--- config.mk ---
export PLATFORM = sky130hd
export DESIGN_NAME = selector_dequeue_stage
export DESIGN_NICKNAME = d
export VERILOG_FILES = /design/src/rtl/selector_dequeue_stage_pkg.sv /design/src/rtl/selector_dequeue_stage_skid_buffer_2.sv /design/src/rtl/selector_dequeue_stage.sv
export SDC_FILE = /design/constraint.sdc
export NUM_CORES = 1
export LEC_CHECK = 0
export CAP_MARGIN = 15
export CORE_ASPECT_RATIO = 1.5
export CORE_MARGIN = 2
export CORE_UTILIZATION = 45
export DETAILED_ROUTE_END_ITERATION = 8
export GPL_ROUTABILITY_DRIVEN = 0
export HOLD_SLACK_MARGIN = 0.15
export PLACE_DENSITY = 0.85
export REMOVE_ABC_BUFFERS = 1
export SLEW_MARGIN = 20
export SYNTH_ARGS = -nofsm -noshare
export SYNTH_HDL_FRONTEND = slang
export SYNTH_SLANG_ARGS = --single-unit
--- constraint.sdc ---
create_clock -name clk -period 2.9 [get_ports clk]
set_clock_uncertainty 0.1 [all_clocks]
set_input_delay 0.435 -clock clk [delete_from_list [all_inputs] [get_ports clk]]
set_output_delay 0.435 -clock clk [all_outputs]
set_load 0.01 [all_outputs]
--- src/rtl/selector_dequeue_stage_pkg.sv ---
// Shared constants and helpers for the selector dequeue stage.
// The optional per-queue counters are enabled by defining DEQUEUE_STATS_EN.
package selector_dequeue_stage_pkg;

  // The output buffer always has exactly two entries.
  localparam int SDS_OUT_DEPTH     = 2;
  localparam int SDS_QUEUE_QTY_DEF = 4;
  localparam int SDS_DATA_BITS_DEF = 8;
  localparam int SDS_STAT_BITS_DEF = 16;

  // Width of the buffer occupancy count (0..SDS_OUT_DEPTH).
  localparam int SDS_OCC_BITS = $clog2(SDS_OUT_DEPTH + 1);

  // Width of a queue index. It is never narrower than one bit.
  function automatic int sds_idx_bits(input int n);
    return (n < 2) ? 1 : $clog2(n);
  endfunction

endpackage

--- src/rtl/selector_dequeue_stage_skid_buffer_2.sv ---
// Two-entry FIFO that holds dequeued words together with their source tag.
// The caller must never write while the buffer is full or read while it is empty.
module skid_buffer_2
  import selector_dequeue_stage_pkg::*;
#(
  parameter int DATA_BITS = SDS_DATA_BITS_DEF,
  parameter int SRC_BITS  = 2
) (
  input  logic                    clk,
  input  logic                    rst,
  input  logic                    wr,
  input  logic [DATA_BITS-1:0]    wr_data,
  input  logic [SRC_BITS-1:0]     wr_src,
  input  logic                    rd,
  output logic [DATA_BITS-1:0]    rd_data,
  output logic [SRC_BITS-1:0]     rd_src,
  output logic [SDS_OCC_BITS-1:0] occ,
  output logic                    not_empty
);

  logic [DATA_BITS-1:0]    data_q [2];
  logic [DATA_BITS-1:0]    data_d [2];
  logic [SRC_BITS-1:0]     src_q  [2];
  logic [SRC_BITS-1:0]     src_d  [2];
  logic                    wr_ptr_q, wr_ptr_d;
  logic                    rd_ptr_q, rd_ptr_d;
  logic [SDS_OCC_BITS-1:0] occ_q, occ_d;

  // Next state: write at the tail, advance the head on read, track the entry count.
  always_comb begin
    data_d   = data_q;
    src_d    = src_q;
    wr_ptr_d = wr_ptr_q;
    rd_ptr_d = rd_ptr_q;
    occ_d    = occ_q;
    if (wr) begin
      data_d[wr_ptr_q] = wr_data;
      src_d[wr_ptr_q]  = wr_src;
      wr_ptr_d         = ~wr_ptr_q;
    end
    if (rd) begin
      rd_ptr_d = ~rd_ptr_q;
    end
    case ({wr, rd})
      2'b10:   occ_d = occ_q + 1'b1;
      2'b01:   occ_d = occ_q - 1'b1;
      default: occ_d = occ_q;
    endcase
  end

  // State registers; reset also clears storage so the head reads as zero.
  always_ff @(posedge clk) begin
    if (rst) begin
      for (int i = 0; i < 2; i++) begin
        data_q[i] <= '0;
        src_q[i]  <= '0;
      end
      wr_ptr_q <= 1'b0;
      rd_ptr_q <= 1'b0;
      occ_q    <= '0;
    end else begin
      data_q   <= data_d;
      src_q    <= src_d;
      wr_ptr_q <= wr_ptr_d;
      rd_ptr_q <= rd_ptr_d;
      occ_q    <= occ_d;
    end
  end

  assign rd_data   = data_q[rd_ptr_q];
  assign rd_src    = src_q[rd_ptr_q];
  assign occ       = occ_q;
  assign not_empty = (occ_q != '0);

endmodule

--- src/rtl/selector_dequeue_stage.sv ---
// Dequeue stage behind the weighted round-robin arbiter: pops the selected queue
// FIFO, captures the word one cycle later and presents it on a valid/ready port.
// Define DEQUEUE_STATS_EN to add saturating per-queue pop counters on port stats.
module selector_dequeue_stage
  import selector_dequeue_stage_pkg::*;
#(
  parameter int QUEUE_QUANTITY = SDS_QUEUE_QTY_DEF,
  parameter int DATA_BITS      = SDS_DATA_BITS_DEF,
  parameter int OUT_DEPTH      = SDS_OUT_DEPTH,
  parameter int STAT_BITS      = SDS_STAT_BITS_DEF
) (
  input  logic                                clk,
  input  logic                                rst,
  input  logic                                enb,
  input  logic [sds_idx_bits(QUEUE_QUANTITY)-1:0] selector,
  input  logic                                selector_enb,
  input  logic [QUEUE_QUANTITY-1:0]           buf_empty,
  input  logic [QUEUE_QUANTITY*DATA_BITS-1:0] buf_data,
  output logic [QUEUE_QUANTITY-1:0]           pop,
  input  logic                                ready_in,
  output logic                                valid_out,
  output logic [DATA_BITS-1:0]                data_out,
  output logic [sds_idx_bits(QUEUE_QUANTITY)-1:0] src_out
`ifdef DEQUEUE_STATS_EN
  ,
  output logic [QUEUE_QUANTITY*STAT_BITS-1:0] stats
`endif
);

  localparam int SEL_W = sds_idx_bits(QUEUE_QUANTITY);
  localparam logic [SDS_OCC_BITS:0] DEPTH_L = (SDS_OCC_BITS + 1)'(OUT_DEPTH);

  // The buffer is built for exactly two entries and a power-of-2 queue count.
  if (QUEUE_QUANTITY < 2 || (QUEUE_QUANTITY & (QUEUE_QUANTITY - 1)) != 0 ||
      OUT_DEPTH != SDS_OUT_DEPTH || STAT_BITS < 1) begin : g_bad_cfg
    $error("selector_dequeue_stage: unsupported parameter set");
  end

  logic [DATA_BITS-1:0]    words [QUEUE_QUANTITY];
  logic                    inflight_q, inflight_d;
  logic [SEL_W-1:0]        inflight_src_q, inflight_src_d;
  logic [SDS_OCC_BITS-1:0] occ;
  logic [SDS_OCC_BITS:0]   credit_used;
  logic                    xfer;

  for (genvar gi = 0; gi < QUEUE_QUANTITY; gi++) begin : g_unpack
    assign words[gi] = buf_data[gi*DATA_BITS +: DATA_BITS];
  end

  // Buffered words plus the word in flight may never exceed the buffer depth;
  // a same-cycle transfer is deliberately not credited back.
  assign credit_used = {1'b0, occ} + {{SDS_OCC_BITS{1'b0}}, inflight_q};
  assign xfer        = valid_out & ready_in;

  // Pop decode: one-hot strobe toward the selected, non-empty queue when space is free.
  always_comb begin
    pop = '0;
    if (!rst && enb && selector_enb) begin
      if (!buf_empty[selector] && (credit_used < DEPTH_L)) begin
        pop[selector] = 1'b1;
      end
    end
  end

  // Fetch stage: remember that a read was issued and from which queue.
  always_comb begin
    inflight_d     = |pop;
    inflight_src_d = selector;
  end

  // In-flight registers; reset drops any word whose read is still outstanding.
  always_ff @(posedge clk) begin
    if (rst) begin
      inflight_q     <= 1'b0;
      inflight_src_q <= '0;
    end else begin
      inflight_q     <= inflight_d;
      inflight_src_q <= inflight_src_d;
    end
  end

  // Capture stage: the FIFO read data arrives one cycle after the pop and is
  // always written, independent of enb, so no popped word is lost.
  skid_buffer_2 #(
    .DATA_BITS (DATA_BITS),
    .SRC_BITS  (SEL_W)
  ) u_out_buf (
    .clk       (clk),
    .rst       (rst),
    .wr        (inflight_q),
    .wr_data   (words[inflight_src_q]),
    .wr_src    (inflight_src_q),
    .rd        (xfer),
    .rd_data   (data_out),
    .rd_src    (src_out),
    .occ       (occ),
    .not_empty (valid_out)
  );

`ifdef DEQUEUE_STATS_EN
  for (genvar gi = 0; gi < QUEUE_QUANTITY; gi++) begin : g_stats
    logic [STAT_BITS-1:0] cnt_q, cnt_d;

    // Count pops of this queue, holding at the maximum value.
    always_comb begin
      cnt_d = cnt_q;
      if (pop[gi] && (cnt_q != {STAT_BITS{1'b1}})) begin
        cnt_d = cnt_q + 1'b1;
      end
    end

    // Counter register, cleared by reset.
    always_ff @(posedge clk) begin
      if (rst) begin
        cnt_q <= '0;
      end else begin
        cnt_q <= cnt_d;
      end
    end

    assign stats[gi*STAT_BITS +: STAT_BITS] = cnt_q;
  end
`endif

endmodule

# Word level (Yosys, flattened, before mapping)
# Cells that the tools add are included.
[classes]
eq_ne = 2
muxes = 22
reduce_logical = 10
magnitude_cmp = 7
n_bitwise = 6
n_addsub = 3
[ops]
columns = ["op", "count"]
rows = [
  ["8-bit two-way mux", 6],
  ["8-bit binary-select mux with 2-bit select", 1],
  ["16-bit bitwise mux", 1],
  ["8-bit demux with 1-bit select", 1],
  ["2-bit two-way mux", 4],
  ["4-bit two-way mux", 2],
  ["1-bit logical AND", 5],
  ["4-bit bitwise mux", 1],
  ["2-bit >= comparator, second input constant", 2],
  ["1-bit inverter with 2-bit output", 2],
  ["2-bit one-hot mux with 2 select lines", 1],
  ["2-bit nonzero test", 2],
  ["4-bit OR reduction", 1],
  ["2-bit by 1-bit adder with 3-bit output", 1],
  ["3-bit >= comparator, second input constant", 1],
  ["2-bit by 3-bit < comparator with 1-bit output, second input constant", 1],
  ["3-bit by 2-bit < comparator with 1-bit output, second input constant", 1],
  ["2-bit inverter with 3-bit output", 1],
  ["2-bit by 1-bit adder with 2-bit output, second input constant", 1],
  ["1-bit binary-select mux with 2-bit select", 1],
  ["1-bit demux with 2-bit select", 1],
  ["2-bit demux with 1-bit select", 1],
  ["2-bit by 1-bit equality test with 1-bit output, second input constant", 1],
  ["2-bit equality test, second input constant", 1],
  ["7 further kinds", 10],
]
[word_totals]
wordCells = 59
inputBits = 43
regBits = 27

# Longest topological paths before layout
# Gate-level depths: netlist of run 1.
[logic_depth]
ltp_word = 7
depth_mapped = 5

# Modules after synthesis
# A second synthesis of run 1 with hierarchy kept.
[hier_totals]
hier_cells = 146
area_unflattened_um2 = 1367.6
[by_module_without_submodules]
columns = ["mod", "cells_each", "instances", "area_per_inst_um2"]
rows = [
  ["skid_buffer_2", 117, 1, 974.7],
  ["selector_dequeue_stage", 29, 1, 392.9],
]

# Worst setup path before layout of run 1
# OpenSTA, ideal clock, no wires.
[synth_timing]
path_type = "input port to output port"
from = "input rst"
to = "output pop[1]"
path_slack_ns = 1.063
stages = 4
arrival_ns = 1.302
required_time_ns = 2.365
cell_sequence = "buf_2 nor2_1 nand4_1 nor4b_1"
[synth_between]
elab_chain_len = 4
[synth_lines]
columns = ["item", "line", "text"]
rows = [
  ["start: declaration", "selector_dequeue_stage.sv:13", "input logic rst,"],
  ["1-bit zero test", "selector_dequeue_stage.sv:58", "if (!rst && enb && selector_enb) begin"],
  ["1-bit logical AND (2 in series)", "selector_dequeue_stage.sv:58", ""],
  ["4-bit two-way mux", "selector_dequeue_stage.sv:58", ""],
  ["end: declaration", "selector_dequeue_stage.sv:19", "output logic [QUEUE_QUANTITY-1:0] pop,"],
]
# Every way passes these cells.

# Worst setup path after layout of run 1
[layout_timing]
from = "input rst"
to = "output pop[2]"
# Same word-level chain as after synthesis.

==> impl_metrics.tcl, run 1 <==
set metrics [dict create \
    avgRoutedWirePerCell_um 15.2 \
    worst_flop_to_flop_path_startpoint "inflight_src_q[0]" \
    clock_path_buffers 2 \
    first_global_vias 1385 \
    area_growth_from_synthesis_to_layout_pct 47.1 \
    regToRegSetupSlack_ns 1.22 \
    cts_setup_buffers 0 \
    worst_ep_arrival_time_ns 2.11 \
    gr-total-overflow 0 \
    fmax_mhz 378 \
    grt_use_total_pct 23.2 \
    yosysUniqueCellTypes 24 \
    synth_top_cell_by_area "sky130_fd_sc_hd__dfxtp_1" \
    number_of_warning_messages_in_the_yosys_log 0 \
    num-nets-final 241 \
    h-tree-depth 1 \
    post-route-drc-count 0 \
    fin_crit_sh_pct 91.1 \
    clock_power_share_pct 28.3 \
    rsz0062_at_grt "no" \
    p_comb_share_pct 19.7 \
    power.ir.vdd_worst_v 0.000374 \
    synth-main-ff-cell "sky130_fd_sc_hd__dfxtp_1" \
    power.switching_w 0.000190 \
    p_sw_share_pct 24.5 \
    period_needed_ns 2.64 \
    setup_violations 0 \
    ys_top_cells_by_area "sky130_fd_sc_hd__dfxtp_1, sky130_fd_sc_hd__mux4_2, sky130_fd_sc_hd__nand2_1" \
    synthDominantCellAreaShare_pct 40.6 \
    kind_of_path_behind_the_tightest_hold_check "reg2reg" \
    worst_ep_required_time_ns 2.37 \
    status "complete, no violations" \
    mappedNetlistArea_um2 1330 \
    dieWidth_um 48.4 \
    layout-drive-gt1-share_pct 12.8 \
    clkTransAtPathRegs_ns 0.09 \
    die-height_um 70.6 \
    cts-hold-fix-buffers 0 \
    yosys-top-cells-count "sky130_fd_sc_hd__nand2_1, sky130_fd_sc_hd__dfxtp_1, sky130_fd_sc_hd__a21oi_1" \
    cts_root_buffer "sky130_fd_sc_hd__clkbuf_8" \
    antenna_cells 0 \
    num-fill-cells 231 \
    drt-vias-per-instance 5.32 \
    maxSlewViolCount 0 \
    detailroute.via_count 1250 \
    hold_end "u_out_buf.data_q[6]" \
    floorplan.io_pins 58 \
    crit_path_start_kind "primary input" \
    floorplan.core_area_um2 2850 \
    p_int_w 0.000584 \
    drt-pass1-iter-count 4 \
    dp.final_hpwl_um 2810 \
    final_hold_viol_count 0 \
    clock_sink_total 27 \
    fp.dieArea_um2 3420 \
    postRouteWirelength_um 3580 \
    post_synth.cell_area_avg_um2 9.30 \
    p_leak_nw 0.657 \
    grt_max_degree 27 \
    cts_tree "built" \
    ys_async_sr_fraction_pct 0 \
    tns_ns 0 \
    post_cts_sizing_count 0 \
    max_slew.worst_pin.slew_ns 0.720 \
    p_seq_share_pct 52.0 \
    synth_edf_count 0 \
    postSynthCellCount 143 \
    reg2regPathDepth 3 \
    synth.most_common_cell "sky130_fd_sc_hd__nand2_1" \
    grt_antenna_before_repair 0 \
    ant_nets 0 \
    sequential_element_share_of_the_synthesized_area_pct 40.6 \
    clk_latency_ns 0.27 \
    maxCapViolations 0 \
    tritoncts.num_buffers 3 \
    reg2reg_to "u_out_buf.data_q[5]" \
    hold_start "u_out_buf.data_q[6]" \
    cp_max_fo 5 \
    worstSetupEndpointType "primary output" \
    initial_utilization_pct 46.6 \
    slew-limit-headroom_pct 51.9 \
    cellPowerDensity_nw_per_um2 395 \
    grt_first_pass_wirelength_um 6170 \
    first_iter_violations 19 \
    crit_type "in2out" \
    min_delay_path_depth 2 \
    synth.ff_latch_count 27 \
    core.rowCount 24 \
    fin_hold_ws_ns 0.359 \
    placement.io_buffers 57 \
]
==> registers in the layout, summed over array words and instances, names as in the netlist <==
name and count:
inflight_q 1, inflight_src_q 2, u_out_buf.data_q 16, u_out_buf.occ 2, u_out_buf.rd_ptr_q 1, u_out_buf.src_q 4, u_out_buf.wr_ptr_q 1
==> layout make-up <==
type / instances / area, um2 / area share [%]
repair buffers: 58 / 578 / 29.5
flip-flops and latches: 27 / 541 / 27.6
multi-input cells: 106 / 737 / 37.7
clock inverters: 1 / 7.51 / 0.384
well taps: 39 / 48.8 / 2.49
inverters: 1 / 3.75 / 0.192
clock buffers: 3 / 41.3 / 2.11
==> layout by cell type, fill, tap and decap left out, types with 2 or more instances in the layout <==
master and instances:
sky130_fd_sc_hd__a21oi_1 22, sky130_fd_sc_hd__mux4_2 9, sky130_fd_sc_hd__nand2_1 43, sky130_fd_sc_hd__clkbuf_8 3
sky130_fd_sc_hd__nor4b_1 2, sky130_fd_sc_hd__nor2_1 4, sky130_fd_sc_hd__mux2_2 10, sky130_fd_sc_hd__clkdlybuf4s50_1 57
sky130_fd_sc_hd__dfxtp_1 27, sky130_fd_sc_hd__nor2b_1 3, sky130_fd_sc_hd__xnor2_1 2
==> worst max path at each step <==
stage / from / end / cells after the start
floorplan: rst / pop[1] / 3
global placement: rst / pop[1] / 5
detailed placement: rst / pop[2] / 5
CTS: rst / pop[2] / 5
global route: rst / pop[3] / 5
finish: rst / pop[2] / 5
==> power by group through the flow <==
stage	combinational, W	sequential [W]	clock, W
2_1_floorplan	0.0000645	0.000405	0
3_3_place_gp	0.000147	0.000410	0
3_5_place_dp	0.000153	0.000412	0
4_1_cts	0.000153	0.000403	0.000219
5_1_grt	0.000166	0.000406	0.000236
6_report	0.000153	0.000403	0.000219
==> cell families (layout without fill, tap and decap cells) <==
| group | after synthesis | after routing | synth area share, % |
|---|---|---|---|
| AOI/OAI and AO/OA | 24 | 24 | 9.22 |
| muxes | 19 | 19 | 23.7 |
| xor gates and xnor gates | 3 | 3 | 1.98 |
| buffers and inverters | 10 | 63 | 3.95 |
| and+or+nand+nor | 59 | 59 | 19.6 |
| DFF | 27 | 27 | 40.6 |
| adders and majority gates | 1 | 1 | 0.941 |
==> worst max-delay path, stage by stage <==
cell and delay (ns):
sky130_fd_sc_hd__clkdlybuf4s50_1 0.43, sky130_fd_sc_hd__nor2_1 0.10, sky130_fd_sc_hd__nand4_1 0.20, sky130_fd_sc_hd__nor4b_1 0.33, sky130_fd_sc_hd__clkdlybuf4s50_1 0.61
==> per-stage QoR <==
stage / cell area, um2 / instances / utilization [%] / power, W / setup WS (ns)
floorplan: 1280 / 134 / - / 0.000470 / 1.21
CTS: 1960 / 235 / 68.6 / 0.000775 / 0.261
global route: 1960 / 235 / 68.6 / 0.000808 / 0.168
finish: 1960 / 235 / 68.6 / 0.000774 / 0.257
global placement: 1910 / 231 / 66.9 / 0.000558 / 0.351
detailed placement: 1910 / 231 / 66.9 / 0.000564 / 0.252
==> layer usage <==
layer  global-route usage [%]  vias up  routed length [um]
met5                        0        -                   0
met4                     8.25        0                  63
met3                     4.85        7                 187
met2                     45.8       48                2020
met1                     23.6      595                1310
li1                         -      600                   -
(Power assumes the default switching activity.)
==> run 2: changes to the inputs <==
CORE_UTILIZATION = 37   (was 45)
PLACE_DENSITY = 0.75   (was 0.85)
clock period = 2.2 ns   (was 2.9 ns; I/O delays follow)
==> impl_metrics.tcl, run 2 (same netlist as run 1, synthesis figures left out) <==
set metrics [dict create \
    maxCapViolations 0 \
    floorplan.io_pins 58 \
    dieWidth_um 53.0 \
    h-tree-depth 1 \
    initial_utilization_pct 38.9 \
    p_comb_share_pct 22.2 \
    cellPowerDensity_nw_per_um2 512 \
    tritoncts.num_buffers 3 \
    ant_nets 0 \
    grt_use_total_pct 19.0 \
    layout_commonest_cell "sky130_fd_sc_hd__clkdlybuf4s50_1" \
    hold_start "u_out_buf.data_q[1]" \
    fp.dieArea_um2 4100 \
    multi_input_area_um2 764 \
    cts_root_buffer "sky130_fd_sc_hd__clkbuf_8" \
    worst_ep_required_time_ns 1.77 \
    floorplan.core_area_um2 3420 \
    status "complete, no violations" \
    cp_max_fo 3 \
    worst_ep_arrival_time_ns 1.72 \
    drt-pass1-iter-count 4 \
    p_leak_nw 0.710 \
    area_growth_from_synthesis_to_layout_pct 50.9 \
    register_cell_area_after_layout_um2 541 \
    grt_first_pass_wirelength_um 5930 \
    tns_ns 0 \
    p_seq_share_pct 50.6 \
    crit_type "in2out" \
    p_int_w 0.000777 \
    worstSetupEndpointType "primary output" \
    first_iter_violations 24 \
    cts_tree "built" \
    power.switching_w 0.000250 \
    dp.final_hpwl_um 2870 \
    drt-vias-per-instance 5.09 \
    clock_sink_total 27 \
    largest_register_ffs 16 \
    post-route-drc-count 0 \
    clkTransAtPathRegs_ns 0.10 \
    layout-drive-gt1-share_pct 17.9 \
    fmax_mhz 465 \
    period_needed_ns 2.15 \
    slew-limit-headroom_pct 53.5 \
    clk_latency_ns 0.27 \
    die-height_um 77.4 \
    end_of_flow_core_utilization_pct 58.8 \
    maxSlewViolCount 0 \
    clock_power_share_pct 27.2 \
    grt_max_degree 27 \
    placement.io_buffers 57 \
    antenna_cells 0 \
    max_slew.worst_pin.slew_ns 0.696 \
    crit_path_start "rst" \
    fin_crit_sh_pct 97.8 \
    first_global_vias 1378 \
    largestRegisters "u_out_buf.data_q x16, u_out_buf.src_q x4" \
    core.rowCount 26 \
    gr-total-overflow 0 \
    grt_antenna_before_repair 0 \
    rsz0062_at_grt "no" \
    postRouteWirelength_um 3640 \
    crit_path_start_kind "primary input" \
    p_sw_share_pct 24.4 \
    num-fill-cells 313 \
    kind_of_path_behind_the_tightest_hold_check "reg2reg" \
    max_flop_register "u_out_buf.data_q" \
    avgRoutedWirePerCell_um 15.0 \
    clock_path_buffers 2 \
    final_hold_viol_count 0 \
    detailroute.via_count 1238 \
    worst_flop_to_flop_path_startpoint "inflight_src_q[0]" \
    power.ir.vdd_worst_v 0.000289 \
    setup_violations 0 \
    num-nets-final 246 \
    layout.cells.most_common_list "sky130_fd_sc_hd__clkdlybuf4s50_1, sky130_fd_sc_hd__nand2_1, sky130_fd_sc_hd__dfxtp_1" \
]
[run 2: changes by cell type in the layout (fill, tap and decap cells not counted)]
cell	delta
sky130_fd_sc_hd__nor4_1	-1
sky130_fd_sc_hd__nor4b_1	-1
sky130_fd_sc_hd__nor4bb_4	+1
sky130_fd_sc_hd__nor4b_2	+1
sky130_fd_sc_hd__clkbuf_2	+2
sky130_fd_sc_hd__clkdlybuf4s50_1	-4
sky130_fd_sc_hd__nor4_2	+1
sky130_fd_sc_hd__clkinvlp_4	-1
sky130_fd_sc_hd__nor4bb_1	-1
sky130_fd_sc_hd__buf_2	+1
sky130_fd_sc_hd__buf_4	+5
sky130_fd_sc_hd__dlygate4sd2_1	+1
sky130_fd_sc_hd__clkinv_2	+1
[run 2: worst max-delay path, stage by stage]
cell,delay (ns)
sky130_fd_sc_hd__clkdlybuf4s50_1,0.45
sky130_fd_sc_hd__nor2_1,0.12
sky130_fd_sc_hd__nand4_1,0.16
sky130_fd_sc_hd__buf_4,0.20
sky130_fd_sc_hd__nor4bb_4,0.28
sky130_fd_sc_hd__buf_2,0.18
[run 2: cell type report]
cell class | count | share of cell area [%]
inverter | 1 | 0.187
clock inverter | 1 | 0.249
multi-input combinational | 106 | 38.1
clock buffer | 3 | 2.06
sequential | 27 | 26.9
timing repair buffer | 63 | 29.9
tap | 42 | 2.62
[run 2: metal layers]
metal	up-vias	GRT usage [%]	wire (um)	part of all wire (%)
met5	-	0	0	0
met4	0	5.64	48	1.3
met3	6	3.08	187	5.1
met2	43	35.8	2070	57
met1	578	20.7	1330	36
li1	611	-	-	-
[run 2: repair_timing]
item / 4_1_cts / 5_1_grt
pin swaps: 3 / 1
endpoints found under the hold margin: 0 / 0
resized for setup: 10 / 7
setup endpoints to repair: 4 / 3
buffers inserted: 2 / 0
hold buffers: 0 / 0
[run 2: stage by stage]
| step | total power [W] | instance area (um2) | worst slack, ns | instances | hold slack (ns) |
|---|---|---|---|---|---|
| 6_report | 0.00103 | 2010 | 0.0485 | 243 | 0.357 |
| 5_1_grt | 0.00107 | 2010 | 0.0000987 | 243 | 0.385 |
| 4_1_cts | 0.00103 | 2010 | 0.00345 | 243 | 0.357 |
| 3_5_place_dp | 0.000753 | 1930 | -0.268 | 237 | 0.344 |
| 3_3_place_gp | 0.000745 | 1930 | -0.145 | 237 | 0.340 |
| 2_1_floorplan | 0.000619 | 1280 | 0.694 | 134 | 0.299 |
[run 2: power by group through the flow]
| stage | clock network (W) | logic (W) | registers (W) |
|---|---|---|---|
| after floorplan | 0 | 0.0000851 | 0.000534 |
| after global placement | 0 | 0.000215 | 0.000531 |
| after detailed placement | 0 | 0.000221 | 0.000532 |
| after CTS | 0.000282 | 0.000227 | 0.000520 |
| after global routing | 0.000304 | 0.000247 | 0.000523 |
| final | 0.000280 | 0.000228 | 0.000520 |
[run 2: worst paths after layout]
check	to	slack, ns	depth (start not counted)
worst max-delay path	pop[3]	0.05	6
worst min-delay path	u_out_buf.data_q[1]	0.36	2
worst max register to register	u_out_buf.data_q[9]	0.55	4
worst min register to register	u_out_buf.data_q[1]	0.36	2
==> run 3: changes to the inputs <==
RECOVER_POWER = 50   (was not set)
==> results of run 3 <==
Final layout, timing and power as in run 2 (identical DEF).
